===== src/rtl/sdram_port_arbiter.sv =====
// Three-way arbiter sharing one toggle-handshake SDRAM client port.
// The winning request is latched onto mem_* and its ack/read data are returned on completion.
module sdram_port_arbiter #(
  parameter int RR_MODE = 0,
  parameter int TIMEOUT = 255
) (
  input  logic        clk,
  input  logic        reset,
  input  logic        c0_req,
  output logic        c0_ack,
  input  logic [20:0] c0_addr,
  input  logic [15:0] c0_din,
  input  logic [1:0]  c0_be,
  input  logic        c0_we,
  output logic [15:0] c0_dout,
  input  logic        c1_req,
  output logic        c1_ack,
  input  logic [20:0] c1_addr,
  input  logic [15:0] c1_din,
  input  logic [1:0]  c1_be,
  input  logic        c1_we,
  output logic [15:0] c1_dout,
  input  logic        c2_req,
  output logic        c2_ack,
  input  logic [20:0] c2_addr,
  input  logic [15:0] c2_din,
  input  logic [1:0]  c2_be,
  input  logic        c2_we,
  output logic [15:0] c2_dout,
  output logic        mem_req,
  input  logic        mem_ack,
  output logic [20:0] mem_addr,
  output logic [15:0] mem_din,
  output logic [1:0]  mem_be,
  output logic        mem_we,
  input  logic [15:0] mem_dout,
  output logic        busy,
  output logic [1:0]  grant,
  output logic        timeout_err
);

  localparam logic [7:0] TIMEOUT_W = 8'(TIMEOUT);

  typedef enum logic {ST_IDLE, ST_WAIT} state_t;

  state_t            state_q, state_d;
  logic [2:0]        ack_q, ack_d;
  logic [2:0][15:0]  dout_q, dout_d;
  logic              mem_req_q, mem_req_d;
  logic [20:0]       mem_addr_q, mem_addr_d;
  logic [15:0]       mem_din_q, mem_din_d;
  logic [1:0]        mem_be_q, mem_be_d;
  logic              mem_we_q, mem_we_d;
  logic              busy_q, busy_d;
  logic [1:0]        grant_q, grant_d;
  logic              timeout_err_q, timeout_err_d;
  logic [1:0]        rr_ptr_q, rr_ptr_d;
  logic [7:0]        wait_cnt_q, wait_cnt_d;
  logic              req_snap_q, req_snap_d;

  logic [2:0]        req_v, pend;
  logic [2:0][20:0]  addr_v;
  logic [2:0][15:0]  din_v;
  logic [2:0][1:0]   be_v;
  logic [2:0]        we_v;
  logic [1:0]        base, win;
  logic [2:0]        cand;
  logic              found;

  assign req_v  = {c2_req, c1_req, c0_req};
  assign addr_v = {c2_addr, c1_addr, c0_addr};
  assign din_v  = {c2_din, c1_din, c0_din};
  assign be_v   = {c2_be, c1_be, c0_be};
  assign we_v   = {c2_we, c1_we, c0_we};
  assign pend   = req_v ^ ack_q;

  // Search starts at rr_ptr in round-robin mode, at client 0 in fixed mode.
  always_comb begin
    base  = (RR_MODE != 0) ? rr_ptr_q : 2'd0;
    win   = 2'd0;
    found = 1'b0;
    cand  = 3'd0;
    for (int i = 0; i < 3; i++) begin
      cand = {1'b0, base} + 3'(i);
      if (cand >= 3'd3) cand = cand - 3'd3;
      if (!found && pend[cand[1:0]]) begin
        found = 1'b1;
        win   = cand[1:0];
      end
    end
  end

  always_comb begin
    state_d       = state_q;
    ack_d         = ack_q;
    dout_d        = dout_q;
    mem_req_d     = mem_req_q;
    mem_addr_d    = mem_addr_q;
    mem_din_d     = mem_din_q;
    mem_be_d      = mem_be_q;
    mem_we_d      = mem_we_q;
    busy_d        = busy_q;
    grant_d       = grant_q;
    timeout_err_d = timeout_err_q;
    rr_ptr_d      = rr_ptr_q;
    wait_cnt_d    = wait_cnt_q;
    req_snap_d    = req_snap_q;
    case (state_q)
      ST_IDLE: begin
        if (found) begin
          mem_addr_d = addr_v[win];
          mem_din_d  = din_v[win];
          mem_be_d   = be_v[win];
          mem_we_d   = we_v[win];
          req_snap_d = req_v[win];
          mem_req_d  = ~mem_req_q;
          grant_d    = win;
          busy_d     = 1'b1;
          wait_cnt_d = 8'd0;
          state_d    = ST_WAIT;
        end
      end
      ST_WAIT: begin
        if (mem_ack == mem_req_q) begin
          if (!mem_we_q) dout_d[grant_q] = mem_dout;
          // Ack with the snapshot so an early re-toggle stays visible as a new request.
          ack_d[grant_q] = req_snap_q;
          rr_ptr_d       = (grant_q == 2'd2) ? 2'd0 : grant_q + 2'd1;
          grant_d        = 2'd3;
          busy_d         = 1'b0;
          state_d        = ST_IDLE;
        end else begin
          if (wait_cnt_q != 8'hFF) wait_cnt_d = wait_cnt_q + 8'd1;
          if (TIMEOUT_W != 8'd0 && wait_cnt_d == TIMEOUT_W) timeout_err_d = 1'b1;
        end
      end
      default: state_d = ST_IDLE;
    endcase
  end

  always_ff @(posedge clk) begin
    if (reset) begin
      state_q       <= ST_IDLE;
      ack_q         <= '0;
      dout_q        <= '0;
      mem_req_q     <= 1'b0;
      mem_addr_q    <= '0;
      mem_din_q     <= '0;
      mem_be_q      <= '0;
      mem_we_q      <= 1'b0;
      busy_q        <= 1'b0;
      grant_q       <= 2'd3;
      timeout_err_q <= 1'b0;
      rr_ptr_q      <= 2'd0;
      wait_cnt_q    <= 8'd0;
      req_snap_q    <= 1'b0;
    end else begin
      state_q       <= state_d;
      ack_q         <= ack_d;
      dout_q        <= dout_d;
      mem_req_q     <= mem_req_d;
      mem_addr_q    <= mem_addr_d;
      mem_din_q     <= mem_din_d;
      mem_be_q      <= mem_be_d;
      mem_we_q      <= mem_we_d;
      busy_q        <= busy_d;
      grant_q       <= grant_d;
      timeout_err_q <= timeout_err_d;
      rr_ptr_q      <= rr_ptr_d;
      wait_cnt_q    <= wait_cnt_d;
      req_snap_q    <= req_snap_d;
    end
  end

  assign c0_ack      = ack_q[0];
  assign c1_ack      = ack_q[1];
  assign c2_ack      = ack_q[2];
  assign c0_dout     = dout_q[0];
  assign c1_dout     = dout_q[1];
  assign c2_dout     = dout_q[2];
  assign mem_req     = mem_req_q;
  assign mem_addr    = mem_addr_q;
  assign mem_din     = mem_din_q;
  assign mem_be      = mem_be_q;
  assign mem_we      = mem_we_q;
  assign busy        = busy_q;
  assign grant       = grant_q;
  assign timeout_err = timeout_err_q;

endmodule


===== config.mk =====
export PLATFORM = sky130hd
export DESIGN_NAME = sdram_port_arbiter
export DESIGN_NICKNAME = d
export VERILOG_FILES = /design/src/rtl/sdram_port_arbiter.sv
export SDC_FILE = /design/constraint.sdc
export NUM_CORES = 1
export LEC_CHECK = 0
export CAP_MARGIN = 20
export CELL_PAD_IN_SITES_DETAIL_PLACEMENT = 1
export CELL_PAD_IN_SITES_GLOBAL_PLACEMENT = 1
export CORE_ASPECT_RATIO = 0.7
export CORE_MARGIN = 3
export CORE_UTILIZATION = 27
export CTS_CLUSTER_DIAMETER = 200
export DETAILED_ROUTE_END_ITERATION = 8
export PLACE_DENSITY_LB_ADDON = 0.1
export SLEW_MARGIN = 10
export SYNTH_ARGS = -nofsm -noshare
export SYNTH_HDL_FRONTEND = slang
export SYNTH_SLANG_ARGS = --single-unit

===== constraint.sdc =====
create_clock -name clk -period 1.7 [get_ports clk]
set_clock_uncertainty 0.1 [all_clocks]
set_input_delay 0.34 -clock clk [delete_from_list [all_inputs] [get_ports clk]]
set_output_delay 0.34 -clock clk [all_outputs]
set_load 0.01 [all_outputs]

Yosys cells after proc, flatten, opt, wreduce, memory -nomap -nowiden
Cells that the tools add are included.
{"block": "word_totals", "ff_bits": 106, "inputBits": 142, "output_inout_bits": 96, "elab_cells": 77}
{"block": "classes", "add_sub_neg": 1, "order_cmp": 3, "eq_ne": 6, "n_mux": 36, "n_bitwise": 5, "reduce_logical": 11}
{"cell": "$bwmux W48", "count": 1}
{"cell": "$bmux W21 S2", "count": 1}
{"cell": "$mux W8", "count": 5}
{"cell": "$bmux W16 S2", "count": 1}
{"cell": "$demux W16 S2", "count": 1}
{"cell": "$mux W16", "count": 2}
{"cell": "$mux W21", "count": 1}
{"cell": "$pmux W8 S2", "count": 1}
{"cell": "$mux W1", "count": 11}
{"cell": "$add A8 B1 Y8 const B", "count": 1}
{"cell": "$eq A8 B8 Y1 const B", "count": 1}
{"cell": "$mux W2", "count": 4}
{"cell": "$ne A8 B8 Y1 const B", "count": 1}
{"cell": "$reduce_and A2 Y1", "count": 4}
{"cell": "$lt A2 B3 Y1 const B", "count": 2}
{"cell": "$reduce_and A3 Y1", "count": 2}
{"cell": "$bmux W1 S2", "count": 2}
{"cell": "$bmux W2 S2", "count": 1}
{"cell": "$ne A2 B2 Y1 const B", "count": 2}
{"cell": "$not A1 Y1", "count": 4}
{"cell": "$pmux W1 S2", "count": 2}
{"cell": "$pmux W2 S2", "count": 1}
{"cell": "$bwmux W3", "count": 1}
{"cell": "$logic_and A1 B1 Y1", "count": 3}
{"cell": "6 further kinds", "count": 7}

Longest topological paths before layout
{"block": "depth", "depth_word": 10, "ltp_mapped": 6, "depth_no_buf": 5}

Least setup slack after synthesis
No wires, ideal clock.
{"block": "synth_path", "path_type": "reg-to-reg", "start": "register wait_cnt_q[0]", "end": "register timeout_err_q, in the netlist timeout_err", "setup_ps": 86, "t_arrival_ps": 1598, "required_ps": 1514, "setup_slack_ps": -84, "path_stages_with_launch": 7, "path_buffers": 1, "synth_period_minus_slack_ps": 1784, "path_cell_list": "dfxtp_1 -> ha_1 -> buf_2 -> and4_1 -> a2111oi_1 -> a41oi_1 -> a211oi_1"}
{"block": "synth_between", "elab_chain_len": 6, "word_cells_on_any_way": 7, "cone_classes": "1 x add/sub; 2 x eq/ne; 3 x mux; 1 x reduce/logical"}
{"item": "start: declaration", "line_no": "58", "rtl": "logic [7:0] wait_cnt_q, wait_cnt_d;"}
{"item": "start signal: assignment", "line_no": "170", "rtl": "wait_cnt_q <= wait_cnt_d;"}
{"item": "$add A8 B1 Y8 or $ne A8 B8 Y1 (tied branches)", "line_no": "133", "rtl": "if (wait_cnt_q != 8'hFF) wait_cnt_d = wait_cnt_q + 8'd1;"}
{"item": "$mux W8 (*)", "line_no": "133"}
{"item": "$mux W8 (*)", "line_no": "124", "rtl": "if (mem_ack == mem_req_q) begin"}
{"item": "$mux W8 (*)", "line_no": "108", "rtl": "case (state_q)"}
{"item": "$eq A8 B8 Y1 (*)", "line_no": "134", "rtl": "if (TIMEOUT_W != 8'd0 && wait_cnt_d == TIMEOUT_W) timeout_err_d = 1'b1;"}
{"item": "$reduce_and A3 Y1 (no line) (*)"}
{"item": "end signal: assignment", "line_no": "168", "rtl": "timeout_err_q <= timeout_err_d;"}
{"item": "end: declaration", "line_no": "56", "rtl": "logic timeout_err_q, timeout_err_d;"}
Every way passes the cells marked *; elsewhere a longest branch is shown, timed or not. The select of a mux whose other input is x is not followed.
A chain may end at the register's enable or synchronous reset.

Worst setup path after layout
{"block": "layout_path", "start": "register ack_q[0]", "end": "register mem_we_q, in the netlist mem_we"}
{"block": "layout_between", "elab_chain_len": 10, "word_cells_on_any_way": 13, "cone_classes": "7 x mux; 1 x bitwise; 5 x reduce/logical"}
{"item": "start: declaration", "line_no": "47", "rtl": "logic [2:0] ack_q, ack_d;"}
{"item": "start signal: assignment", "line_no": "159", "rtl": "ack_q <= ack_d;"}
{"item": "$xor A3 B3 Y3 (*)", "line_no": "75", "rtl": "assign pend = req_v ^ ack_q;"}
{"item": "$mux W1 (*)", "line_no": "86", "rtl": "if (!found && pend[cand[1:0]]) begin"}
{"item": "$logic_not A1 Y1", "line_no": "86"}
{"item": "$logic_and A1 B1 Y1", "line_no": "86"}
{"item": "$mux W1", "line_no": "86"}
{"item": "$logic_not A1 Y1", "line_no": "86"}
{"item": "$logic_and A1 B1 Y1", "line_no": "86"}
{"item": "$mux W2", "line_no": "86"}
{"item": "$bmux W1 S2", "line_no": "114", "rtl": "mem_we_d = we_v[win];"}
{"item": "$mux W1 (not written as such)", "line_no": "114"}
{"item": "end signal: assignment", "line_no": "165", "rtl": "mem_we_q <= mem_we_d;"}
{"item": "end: declaration", "line_no": "53", "rtl": "logic mem_we_q, mem_we_d;"}
Marked as above.

==> metrics.txt <==
largest net degree at the start of global routing=47; Setup violations, final=46; initial antenna violation count=0; Area growth syn-to-layout=85.11%; Setup crit start kind=register; relative slew slack=73.71%; busiest grt layer=met2; worst hold slack=294.0 ps; routed vias/inst=4.909; DIE HEIGHT=121.6 um; root buffer cell=clkbuf_16; max-cap viol count=0; met1 Use GR=24.68%; Async S/R FF share, synth=0%; Num CTS Buffers=9; power per cell area=750.6 mW/mm^2; Pwr Total=7155 uW; DRC=0; Fmax=0.5231 GHz; Max Slew Vio Count=0; Syn Inst Count=518; commonest register cell after synthesis=dfxtp_1; fin cells=1047; Final Util=51.91%; leakage power=0.004268 uW; layout cells sized above 1=25.77%; Max Root-Sink Buffers=2; Mean Syn Cell Area=9.942 um^2; Total Routing Usage GR=19.15%; Initial Util=28.04%; Clock Latency Late Sink=370 ps; final hold violations=0; die area=0.02079 mm^2; met3 Use GR=4.898%; Netlist cell types=47; number of enable flip-flop cells after synthesis=0; Crit Path Max Fanout=12; Crit. End Element=register; Rows=41; Core ar.=0.01837 mm^2; worst-case reg-to-reg path depth=8; M2 GR Usage=31.81%; final WL=22300 um; unrepaired setup endpoints after global routing=yes; Data arrival, critical path=2070 ps; Worst Path Required=1850 ps; dpl cells=993; # H-tree levels=3; Mapped Area=0.005150 mm^2; failing checks=negative setup slack; Synth Register Bits=106; fin crit share=112.5%; Syn Nets=661; Hold Path Stages=2; nets=949; Hold Path Class=input port to register; CTS tree=built; DRT iter0 DRCs=184; IO Pins=238; HPWL Detailed=13710 um; number of global-route vias before repair=5451; via count=5140; CTS sink cnt=106; WL/cell=21.30 um; Reg clk slew, reported paths=90 ps; Place WS=-626.9 ps; Die X=171.1 um; fin worst setup slack=-211.8 ps; Buffers on Ports=237; first-pass GRT wire length=30680 um; status=finished, violations left; Antenna Violating Nets Remaining=0; Final min period=1912 ps; global route overflow=0; Slew @ Worst Pin=394.4 ps; gpl congestion=0.7950; yosys warns=0; n_diodes=0; R2R setup slack=-210 ps; drt first pass iters=4; Fillers=1966; CTS hold repair buffers=0; Seq/Total Area, Yosys=41.21%; CP Class=register to register; Peak VDD IR=0.0004754 V
-- path summary, 6_finish.rpt --
| path | from | end |
|---|---|---|
| setup / recovery | ack_q[0] | mem_we |
| hold reg to reg | c1_dout[1] | c1_dout[1] |
| setup reg to reg | ack_q[0] | mem_we |
| hold / removal | reset | c2_dout[12] |
-- synth_stat cells (3+ instances only) --
cell,n,area share [%]
a2111oi_2,39,11
a21oi_1,8,0.78
a311oi_1,3,0.51
a31oi_1,6,0.73
buf_12,4,1.6
buf_2,12,1.2
buf_4,6,0.87
clkbuf_1,16,1.2
dfxtp_1,106,41
inv_1,5,0.36
mux2i_1,92,18
nand2_1,4,0.29
nand2b_1,36,4.4
nand3_1,7,0.68
nand4b_1,4,0.68
nor2_1,126,9.2
o21ai_0,3,0.29
xnor2_1,4,0.68
-- flip-flops by register name, summed over array words and instances (netlist names), 3 cells and up --
name        flops
ack_q           3
c0_dout        16
c1_dout        16
c2_dout        16
mem_addr       21
mem_din        16
wait_cnt_q      8
-- cell usage in the layout, fill, tap and decap left out, types with 3 or more instances in the layout --
cell | synthesis | final
nor2_4 | 1 | 17
nand4b_1 | 4 | 4
nor2_2 | 0 | 14
mux2i_1 | 92 | 82
dfxtp_2 | 0 | 4
nand3_1 | 7 | 7
a21oi_1 | 8 | 7
dfxtp_1 | 106 | 101
buf_8 | 0 | 3
clkdlybuf4s50_1 | 0 | 137
a2111oi_2 | 39 | 26
nand2_1 | 4 | 3
inv_6 | 0 | 3
buf_12 | 4 | 20
buf_16 | 0 | 6
a2111oi_4 | 0 | 15
dlygate4sd2_1 | 0 | 79
a31oi_1 | 6 | 4
dlymetal6s2s_1 | 0 | 20
xnor2_2 | 2 | 3
buf_4 | 6 | 35
nand2b_1 | 36 | 35
buf_6 | 2 | 14
mux2i_2 | 0 | 5
nor2_1 | 126 | 96
mux2i_4 | 0 | 5
clkbuf_16 | 0 | 12
o21ai_0 | 3 | 3
inv_1 | 5 | 5
-- metal layers --
metal  share of wire [%]  up-vias  routed length, um
met5                   0        -                  0
met4                 2.0        0                442
met3                 5.8       26               1298
met2                  50      136              11070
met1                  43     2556               9492
li1                    -     2422                  -
-- where the power goes --
group	internal (uW)	switching [uW]
registers	2650	121
clock network	1060	1060
logic	1220	1040
total	4930	2220
-- layout make-up --
type                    count  area (um^2)  area share (%)
clock buffers              10        239.0           2.507
clock inverters             6        47.55          0.4988
inverters                   5        18.77          0.1969
multi-input cells         367         3382           35.48
flip-flops and latches    106         2131           22.35
well taps                 236        295.3           3.098
repair buffers            317         3420           35.87
-- logic make-up after synthesis --
group	synth area share, %
adder cells (fa/ha/maj)	0.4373
buffers and inverters	5.564
XOR/XNOR	1.312
AO/OA/AOI/OAI	15.55
flip-flops	41.21
AND/OR/NAND/NOR	18.05
multiplexers	17.88
-- critical path: stages, from the launching register on --
cell	delay, ps
dfxtp_2	340
xnor2_2	150
buf_4	160
a31oi_4	210
buf_6	150
buf_12	100
buf_12	140
nor2_1	70
a2111oi_2	340
-- through the flow --
step	setup TNS [ps]	area (um^2)
3_5_place_dp	-49900	8016
2_1_floorplan	-0.1081	5167
4_1_cts	-4066	8820
5_1_grt	-7617	9533
6_report	-4962	9533
3_3_place_gp	-44570	8016
-- timing repair --
action / in CTS / in global routing
setup endpoints to repair: 160 / 75
resized for setup: 120 / 127
cloned: 11 / 3
buffers inserted: 18 / 16
pin swaps: 14 / 45
Note: power is estimated with default switching activity, not from simulation.
